[src/rtl/uart_pkg.sv]
// -----------------------------------------------------------------------------
// uart_pkg
// Shared definitions for the UART link:
//   uart_state_t  - state encoding used by both the TX and RX FSMs
//   PARITY_*      - parity mode constants for the PARITY parameter
//   calc_div()    - clock cycles per 16x oversample tick, rounded to nearest
//   parity_bit()  - parity bit over the low nbits of a payload
// -----------------------------------------------------------------------------
package uart_pkg;

   typedef enum logic [2:0] {
      ST_IDLE   = 3'd0,
      ST_START  = 3'd1,
      ST_DATA   = 3'd2,
      ST_PARITY = 3'd3,
      ST_STOP   = 3'd4
   } uart_state_t;

   localparam int PARITY_NONE = 0;
   localparam int PARITY_EVEN = 1;
   localparam int PARITY_ODD  = 2;

   // round(clk_hz / (16 * baud)) done in integer arithmetic
   function automatic int calc_div(input int clk_hz, input int baud);
      longint num;
      longint den;
      num = longint'(clk_hz) + 64'sd8 * longint'(baud);
      den = 64'sd16 * longint'(baud);
      return int'(num / den);
   endfunction

   // Even mode returns the XOR of the payload, odd mode its complement, so
   // that payload plus parity bit carries an even / odd number of ones.
   function automatic logic parity_bit(input logic [8:0] data, input int nbits,
                                       input int mode);
      logic p;
      p = 1'b0;
      for (int i = 0; i < 9; i++) begin
         if (i < nbits) p = p ^ data[i];
      end
      return (mode == PARITY_ODD) ? ~p : p;
   endfunction

endpackage

[src/rtl/uart_fifo.sv]
// -----------------------------------------------------------------------------
// uart_fifo
// Show-ahead FIFO holding received frames.
//   i_clk        clock, rising edge
//   i_rst_n      asynchronous active-low reset (empties the FIFO)
//   i_push       write i_push_data (dropped when full unless popping too)
//   i_push_data  WIDTH-bit entry
//   i_pop        remove head entry (ignored when empty)
//   o_data       head entry, meaningful only while o_valid is high
//   o_valid      FIFO not empty
//   o_overrun    one-cycle pulse when a push is dropped
// Pointers carry one extra wrap bit so full and empty are distinguishable.
// -----------------------------------------------------------------------------
module uart_fifo #(
   parameter int WIDTH = 8,
   parameter int DEPTH = 4
) (
   input  logic             i_clk,
   input  logic             i_rst_n,
   input  logic             i_push,
   input  logic [WIDTH-1:0] i_push_data,
   input  logic             i_pop,
   output logic [WIDTH-1:0] o_data,
   output logic             o_valid,
   output logic             o_overrun
);

   localparam int AW = $clog2(DEPTH);

   generate
      if (DEPTH < 2 || DEPTH > 64 || (DEPTH & (DEPTH - 1)) != 0) begin : g_depth_check
         $error("uart_fifo: DEPTH must be a power of two in 2..64");
      end
   endgenerate

   logic [WIDTH-1:0] r_mem [DEPTH];
   logic [AW:0]      r_wr_ptr;
   logic [AW:0]      r_rd_ptr;
   logic             r_overrun;

   logic w_empty;
   logic w_full;
   logic w_do_pop;
   logic w_do_push;

   assign w_empty   = (r_wr_ptr == r_rd_ptr);
   assign w_full    = (r_wr_ptr[AW] != r_rd_ptr[AW]) &&
                      (r_wr_ptr[AW-1:0] == r_rd_ptr[AW-1:0]);
   assign w_do_pop  = i_pop && !w_empty;
   // A pop in the same cycle frees the slot, so a full FIFO still accepts.
   assign w_do_push = i_push && (!w_full || w_do_pop);

   // Storage needs no reset; the read is combinational so the head is
   // visible without a read request.
   always_ff @(posedge i_clk) begin
      if (w_do_push) r_mem[r_wr_ptr[AW-1:0]] <= i_push_data;
   end

   always_ff @(posedge i_clk or negedge i_rst_n) begin
      if (!i_rst_n) begin
         r_wr_ptr  <= '0;
         r_rd_ptr  <= '0;
         r_overrun <= 1'b0;
      end else begin
         if (w_do_push) r_wr_ptr <= r_wr_ptr + (AW+1)'(1);
         if (w_do_pop)  r_rd_ptr <= r_rd_ptr + (AW+1)'(1);
         r_overrun <= i_push && !w_do_push;
      end
   end

   assign o_data    = r_mem[r_rd_ptr[AW-1:0]];
   assign o_valid   = !w_empty;
   assign o_overrun = r_overrun;

endmodule

[src/rtl/uart_link.sv]
// -----------------------------------------------------------------------------
// uart_link
// Full-duplex UART: transmitter, 16x oversampling receiver and RX FIFO.
//   clk_50m        clock, rising edge
//   rst            asynchronous active-low reset, aborts both directions
//   tx_data        payload to send, LSB first on the line
//   tx_wr_en       one-cycle send request, honoured only when idle
//   tx_busy        high while a TX frame is on the line
//   Tx             serial output, idle high
//   Rx             serial input (asynchronous), idle high
//   rx_data        head of RX FIFO
//   rx_valid       RX FIFO not empty
//   rx_rd_en       pop RX FIFO head
//   rx_frame_err   pulse: first stop bit sampled low
//   rx_parity_err  pulse: parity mismatch
//   rx_overrun     pulse: good frame dropped because FIFO full
// -----------------------------------------------------------------------------
module uart_link
   import uart_pkg::*;
#(
   parameter int CLK_HZ        = 50000000,
   parameter int BAUD          = 115200,
   parameter int DATA_BITS     = 8,
   parameter int PARITY        = 0,
   parameter int STOP_BITS     = 1,
   parameter int RX_FIFO_DEPTH = 4
) (
   input  logic                 clk_50m,
   input  logic                 rst,
   input  logic [DATA_BITS-1:0] tx_data,
   input  logic                 tx_wr_en,
   output logic                 tx_busy,
   output logic                 Tx,
   input  logic                 Rx,
   output logic [DATA_BITS-1:0] rx_data,
   output logic                 rx_valid,
   input  logic                 rx_rd_en,
   output logic                 rx_frame_err,
   output logic                 rx_parity_err,
   output logic                 rx_overrun
);

   localparam int DIV     = calc_div(CLK_HZ, BAUD);
   localparam int BIT_CYC = 16 * DIV;
   localparam int DIV_W   = $clog2(DIV + 1);
   localparam int BIT_W   = $clog2(BIT_CYC + 1);

   generate
      if (DIV < 2) begin : g_div_check
         $error("uart_link: CLK_HZ/(16*BAUD) rounds below 2");
      end
      if (DATA_BITS < 5 || DATA_BITS > 9) begin : g_bits_check
         $error("uart_link: DATA_BITS must be 5..9");
      end
      if (PARITY < 0 || PARITY > 2) begin : g_par_check
         $error("uart_link: PARITY must be 0, 1 or 2");
      end
      if (STOP_BITS < 1 || STOP_BITS > 2) begin : g_stop_check
         $error("uart_link: STOP_BITS must be 1 or 2");
      end
   endgenerate

   // ------------------------------------------------------------------
   // Free-running oversample tick (drives the receiver)
   // ------------------------------------------------------------------
   logic [DIV_W-1:0] r_baud_cnt;
   logic             w_tick;

   assign w_tick = (r_baud_cnt == DIV_W'(DIV - 1));

   always_ff @(posedge clk_50m or negedge rst) begin
      if (!rst)        r_baud_cnt <= '0;
      else if (w_tick) r_baud_cnt <= '0;
      else             r_baud_cnt <= r_baud_cnt + DIV_W'(1);
   end

   // ------------------------------------------------------------------
   // Transmitter. Its bit timer counts raw clocks from the acceptance edge
   // so the start bit is exactly one bit period long, independent of the
   // phase of the shared oversample tick.
   // ------------------------------------------------------------------
   uart_state_t          r_tx_state;
   uart_state_t          w_tx_state_next;
   logic [BIT_W-1:0]     r_tx_cnt;
   logic [3:0]           r_tx_idx;
   logic [DATA_BITS-1:0] r_tx_data;
   logic [DATA_BITS-1:0] r_tx_shift;
   logic                 w_tx_bit_done;
   logic                 w_tx_accept;

   assign w_tx_bit_done = (r_tx_cnt == BIT_W'(BIT_CYC - 1));
   assign w_tx_accept   = (r_tx_state == ST_IDLE) && tx_wr_en;

   always_ff @(posedge clk_50m or negedge rst) begin
      if (!rst) begin
         r_tx_state <= ST_IDLE;
         r_tx_cnt   <= '0;
         r_tx_idx   <= '0;
         r_tx_data  <= '0;
         r_tx_shift <= '0;
      end else begin
         r_tx_state <= w_tx_state_next;
         if (r_tx_state == ST_IDLE || w_tx_bit_done) r_tx_cnt <= '0;
         else                                        r_tx_cnt <= r_tx_cnt + BIT_W'(1);
         // bit index counts bits within DATA and STOP; cleared on every state change
         if (w_tx_state_next != r_tx_state) r_tx_idx <= '0;
         else if (w_tx_bit_done)            r_tx_idx <= r_tx_idx + 4'd1;
         if (w_tx_accept) begin
            r_tx_data  <= tx_data;
            r_tx_shift <= tx_data;
         end else if (r_tx_state == ST_DATA && w_tx_bit_done) begin
            r_tx_shift <= r_tx_shift >> 1;
         end
      end
   end

   always_comb begin
      w_tx_state_next = r_tx_state;
      case (r_tx_state)
         ST_IDLE:   if (tx_wr_en) w_tx_state_next = ST_START;
         ST_START:  if (w_tx_bit_done) w_tx_state_next = ST_DATA;
         ST_DATA:
            if (w_tx_bit_done && r_tx_idx == 4'(DATA_BITS - 1))
               w_tx_state_next = (PARITY != PARITY_NONE) ? ST_PARITY : ST_STOP;
         ST_PARITY: if (w_tx_bit_done) w_tx_state_next = ST_STOP;
         ST_STOP:
            if (w_tx_bit_done && r_tx_idx == 4'(STOP_BITS - 1))
               w_tx_state_next = ST_IDLE;
         default:   w_tx_state_next = ST_IDLE;
      endcase
   end

   always_comb begin
      Tx      = 1'b1;
      tx_busy = (r_tx_state != ST_IDLE);
      case (r_tx_state)
         ST_START:  Tx = 1'b0;
         ST_DATA:   Tx = r_tx_shift[0];
         ST_PARITY: Tx = parity_bit(9'(r_tx_data), DATA_BITS, PARITY);
         default:   Tx = 1'b1;
      endcase
   end

   // ------------------------------------------------------------------
   // Receiver input conditioning
   // ------------------------------------------------------------------
   logic [1:0] r_rx_sync;
   logic [1:0] r_rx_arm;
   logic       r_rx_prev;
   logic       w_rx_line;
   logic       w_rx_fall;

   assign w_rx_line = r_rx_sync[1];
   assign w_rx_fall = r_rx_prev && !w_rx_line;

   // The synchroniser comes out of reset holding 1s, which is not the real
   // line level. r_rx_prev is held low until both flops carry sampled line
   // values, so a line already low at release never looks like a start bit.
   always_ff @(posedge clk_50m or negedge rst) begin
      if (!rst) begin
         r_rx_sync <= 2'b11;
         r_rx_arm  <= 2'd0;
         r_rx_prev <= 1'b0;
      end else begin
         r_rx_sync <= {r_rx_sync[0], Rx};
         if (r_rx_arm != 2'd2) r_rx_arm <= r_rx_arm + 2'd1;
         r_rx_prev <= (r_rx_arm == 2'd2) ? w_rx_line : 1'b0;
      end
   end

   // ------------------------------------------------------------------
   // Receiver FSM
   // ------------------------------------------------------------------
   uart_state_t          r_rx_state;
   uart_state_t          w_rx_state_next;
   logic [3:0]           r_rx_tick;
   logic [3:0]           r_rx_idx;
   logic [DATA_BITS-1:0] r_rx_shift;
   logic                 r_rx_par_bad;
   logic                 r_rx_brk;
   logic                 r_rx_push;
   logic                 r_rx_ferr;
   logic                 r_rx_perr;
   logic                 w_rx_mid;
   logic                 w_rx_push_set;
   logic                 w_rx_ferr_set;
   logic                 w_rx_perr_set;

   // The tick counter starts at 0 on the falling edge; the 8th tick lands in
   // mid start bit and, since it wraps every 16 ticks, every later "count 7"
   // tick lands in the middle of the following bits.
   assign w_rx_mid = w_tick && (r_rx_tick == 4'd7);

   always_ff @(posedge clk_50m or negedge rst) begin
      if (!rst) begin
         r_rx_state   <= ST_IDLE;
         r_rx_tick    <= '0;
         r_rx_idx     <= '0;
         r_rx_shift   <= '0;
         r_rx_par_bad <= 1'b0;
         r_rx_brk     <= 1'b0;
         r_rx_push    <= 1'b0;
         r_rx_ferr    <= 1'b0;
         r_rx_perr    <= 1'b0;
      end else begin
         r_rx_state <= w_rx_state_next;
         if (r_rx_state == ST_IDLE) r_rx_tick <= '0;
         else if (w_tick)           r_rx_tick <= r_rx_tick + 4'd1;
         if (r_rx_state == ST_IDLE) begin
            r_rx_idx     <= '0;
            r_rx_par_bad <= 1'b0;
            r_rx_brk     <= 1'b0;
         end else begin
            if (r_rx_state == ST_DATA && w_rx_mid) begin
               r_rx_shift <= {w_rx_line, r_rx_shift[DATA_BITS-1:1]};
               r_rx_idx   <= r_rx_idx + 4'd1;
            end
            if (r_rx_state == ST_PARITY && w_rx_mid)
               r_rx_par_bad <= (w_rx_line != parity_bit(9'(r_rx_shift), DATA_BITS, PARITY));
            if (w_rx_ferr_set) r_rx_brk <= 1'b1;
         end
         r_rx_push <= w_rx_push_set;
         r_rx_ferr <= w_rx_ferr_set;
         r_rx_perr <= w_rx_perr_set;
      end
   end

   always_comb begin
      w_rx_state_next = r_rx_state;
      case (r_rx_state)
         ST_IDLE:   if (w_rx_fall) w_rx_state_next = ST_START;
         ST_START:  if (w_rx_mid) w_rx_state_next = w_rx_line ? ST_IDLE : ST_DATA;
         ST_DATA:
            if (w_rx_mid && r_rx_idx == 4'(DATA_BITS - 1))
               w_rx_state_next = (PARITY != PARITY_NONE) ? ST_PARITY : ST_STOP;
         ST_PARITY: if (w_rx_mid) w_rx_state_next = ST_STOP;
         ST_STOP: begin
            // after a framing error, hold here until the line returns high
            if (r_rx_brk) begin
               if (w_rx_line) w_rx_state_next = ST_IDLE;
            end else if (w_rx_mid) begin
               w_rx_state_next = w_rx_line ? ST_IDLE : ST_STOP;
            end
         end
         default:   w_rx_state_next = ST_IDLE;
      endcase
   end

   always_comb begin
      w_rx_push_set = 1'b0;
      w_rx_ferr_set = 1'b0;
      w_rx_perr_set = 1'b0;
      if (r_rx_state == ST_STOP && !r_rx_brk && w_rx_mid) begin
         w_rx_ferr_set = !w_rx_line;
         w_rx_perr_set = w_rx_line && r_rx_par_bad;
         w_rx_push_set = w_rx_line && !r_rx_par_bad;
      end
   end

   assign rx_frame_err  = r_rx_ferr;
   assign rx_parity_err = r_rx_perr;

   // r_rx_shift is stable for the push cycle: a new frame cannot reach DATA
   // within one clock of the stop-bit sample.
   uart_fifo #(
      .WIDTH (DATA_BITS),
      .DEPTH (RX_FIFO_DEPTH)
   ) u_rx_fifo (
      .i_clk       (clk_50m),
      .i_rst_n     (rst),
      .i_push      (r_rx_push),
      .i_push_data (r_rx_shift),
      .i_pop       (rx_rd_en),
      .o_data      (rx_data),
      .o_valid     (rx_valid),
      .o_overrun   (rx_overrun)
   );

endmodule

[config.mk]
export PLATFORM = sky130hd
export DESIGN_NAME = uart_link
export DESIGN_NICKNAME = d
export VERILOG_FILES = /design/src/rtl/uart_pkg.sv /design/src/rtl/uart_fifo.sv /design/src/rtl/uart_link.sv
export SDC_FILE = /design/constraint.sdc
export NUM_CORES = 1
export LEC_CHECK = 0
export ABC_CLOCK_PERIOD_IN_PS = 2400
export CAP_MARGIN = 20
export CORE_MARGIN = 2
export CORE_UTILIZATION = 45
export CTS_BUF_LIST = sky130_fd_sc_hd__clkbuf_4 sky130_fd_sc_hd__clkbuf_8
export CTS_CLUSTER_SIZE = 28
export DETAILED_ROUTE_END_ITERATION = 10
export SYNTH_ARGS = -nofsm -noshare
export SYNTH_HDL_FRONTEND = slang
export SYNTH_SLANG_ARGS = --single-unit
export TNS_END_PERCENT = 1
[constraint.sdc]
create_clock -name clk_50m -period 2.4 [get_ports clk_50m]
set_input_delay 0.48 -clock clk_50m [delete_from_list [all_inputs] [get_ports clk_50m]]
set_output_delay 0.48 -clock clk_50m [all_outputs]
set_load 0.02 [all_outputs]
==> out/metrics.yaml <==
run_status:
  status: "finished clean"
floorplan:
  ios: 27
  initial_core_util: 0.462
  core_region_area_um2: 10300
  die_y_um: 107
  die_w_um: 107
  die_area_um2: 11400
  rows: 37
global_routing:
  grt_antenna_before_repair: 0
  grt-ovfl-total: 0
  grt_max_degree: 54
  grt_usage: 0.146
  grt_pass1_wl_um: 13000
  first_global_vias: 2747
synthesis:
  synthArstFlopShare: 0.695
  synth_area_leaders: "dfrtp_1 (37%), edfxtp_1 (20%), xnor2_1 (4.6%), nand2_1 (4.3%), mux4_2 (3.8%)"
  synthFlopType: "dfrtp_1"
  synth_cell_type_count: 56
  ys_seq_area_frac: 0.588
  synth_most_common_cell: "dfrtp_1"
  syn_nets: 409
  synth_top_area_share: 0.374
  netlist_instances: 383
  synth.cell_area_um2: 4750
  postSynthAreaPerCell_um2: 12.4
  synth-seq-cells: 105
  synth_commonest_cells: "dfrtp_1 (71), nand2_1 (54), nor2_1 (35)"
  synth-edff-count: 32
  yosysWarnings: 0
  synth_top_cell_by_area: "dfrtp_1"
route:
  drt_iter0_drc: 114
  wire_per_inst_um: 13.3
  dr.pass1.iters: 4
  route.detailed.drc: 0
  postRouteAntennaNets: 0
  drt-total-wl_um: 7450
  vias: 2812
  viasPerCell: 5.03
pwr:
  ir_drop_mv: 0.358
  power_leakage_nw: 2.35
  power_mw: 3.75
  power_density_nw_per_um2: 700
setup_path:
  worstPathCellList: "buf_4, mux4_2, dlygate4sd2_1"
  start_kind: "register"
  crit_required_ns: 1.92
  crit_type: "register to output pin"
  cp_max_fo: 9
  cp-end-kind: "output pin"
  max_stage_delay_ns: 0.51
  cp_slowest_cell: "mux4_2"
  worstPathArrival_ns: 1.77
finish:
  regArea_um2: 2790
  utilization: 0.522
  final_net_count: 444
  fillers: 916
  antennaDiodeCount: 0
  drive_above_1_share: 0.135
  area_growth_pct: 13.0
  multi_input_area_um2: 1810
worst_hold_path:
  hold_path.class: "input pin to asynchronous set/reset pin"
timing:
  layout_setup_ws_ns: 0.151
  post-route-min-period_ns: 2.25
  hold_viol: 0
  drv_slew: 0
  final.setup.tns_ns: 0
  skew_ns: 0.0122
  setup_viol: 0
  fmax_mhz: 445
  relSlewSlack: 0.489
  fin_crit_sh: 0.937
  tightest_slew_ns: 0.760
  hold_ws_ns: 0.145
  rsz0062_at_grt: "no"
clock_tree:
  cts.sinks: 105
  hold_buffers: 0
  clockBufferDepth: 2
  root_buffer: "clkbuf_8"
  cts_buffers: 9
  cts_tree: "done"
  h-tree-depth: 3
  clk_pin_slew_worst_paths_ns: 0.11
  clock_latency_ns: 0.36
placement:
  dp_hpwl_um: 5190
  gp_congestion: 0.770
  post-place-ws_ns: 0.148
  portBuffers: 26
run:
  drv_cap: 0
==> state kept, by name, indices dropped and copies added (netlist names), 5 cells and up <==
| register | count |
|---|---|
| r_baud_cnt | 5 |
| r_tx_cnt | 9 |
| u_rx_fifo.r_mem | 32 |
| r_tx_shift | 8 |
| r_tx_data | 8 |
| r_rx_shift | 8 |
==> through the flow <==
stage | instances | instance area, um2
3_3_place_gp | 543 | 5180
6_report | 559 | 5360
3_5_place_dp | 543 | 5180
5_1_grt | 559 | 5360
4_1_cts | 559 | 5370
2_1_floorplan | 383 | 4750
==> path summary, 6_finish.rpt <==
kind / from / to / slack [ns] / cells past startpoint
max: u_rx_fifo.r_rd_ptr[0] / rx_data[6] / 0.15 / 3
min: rst / r_rx_shift[3] / 0.14 / 1
max reg2reg: u_rx_fifo.r_rd_ptr[0] / u_rx_fifo.r_mem[0][0] / 0.47 / 7
min reg2reg: r_rx_sync[0] / r_rx_sync[1] / 0.36 / 0
max in group asynchronous: rst / r_baud_cnt[2] / 1.61 / 2
min in group clk_50m: r_rx_sync[0] / r_rx_sync[1] / 0.36 / 0
==> cell families after synthesis <==
group | after synthesis | synth area share
fa+ha+maj | 13 | 0.0343
flops | 105 | 0.588
simple gates | 138 | 0.149
compound gates | 35 | 0.0530
xor+xnor | 39 | 0.0720
mux | 23 | 0.0733
buf+inv | 30 | 0.0303
==> power by group <==
group | internal [mW] | switching (mW)
sequential | 1.97 | 0.136
clock | 0.408 | 0.652
combinational | 0.292 | 0.297
==> final cells by class <==
cell class / instances / area share
repair buffers: 38 / 0.0618
flip-flops and latches: 105 / 0.520
clock buffers: 9 / 0.0231
inverters: 16 / 0.0112
well taps: 136 / 0.0317
clock inverters: 7 / 0.0140
multi-input cells: 248 / 0.338
==> layout by cell type (no fill, tap or decap), drive strengths merged, types with 3 or more instances in the layout <==
cell type and instances:
o211ai 5, xor2 14, buf 13, xnor2 25, nor3b 3, edfxtp 32, ha 13, clkinv 3
nand3 8, nand2 54, inv 19, nor3 5, clkdlybuf4s50 15, clkbuf 10, nor2 36, mux2i 4
dfrtp 71, and2 3, mux2 11, nor2b 5, a21oi 8, mux4 8, nand4 6, o21ai 10
and4 5, dlygate4sd2 9
==> per-layer routing <==
layer | wire [um] | track usage
met3 | 180 | 0.0304
met5 | 0 | 0
met4 | 72 | 0.0501
met2 | 3590 | 0.243
met1 | 3610 | 0.192
==> timing repair <==
item / CTS / global route
buffers inserted: 0 / 0
resized for setup: 10 / 3
pin swaps: 0 / 0
hold endpoints to repair: 0 / 0
cloned: 0 / 0
setup endpoints to repair: 10 / 1
==> critical path, delay by kind of cell (launching register included) <==
| family | cells | cell delay (ns) |
|---|---|---|
| flops | 1 | 0.35 |
| mux | 1 | 0.51 |
| buf+inv | 2 | 0.55 |
No activity file was read; power rests on OpenSTA's default activity.
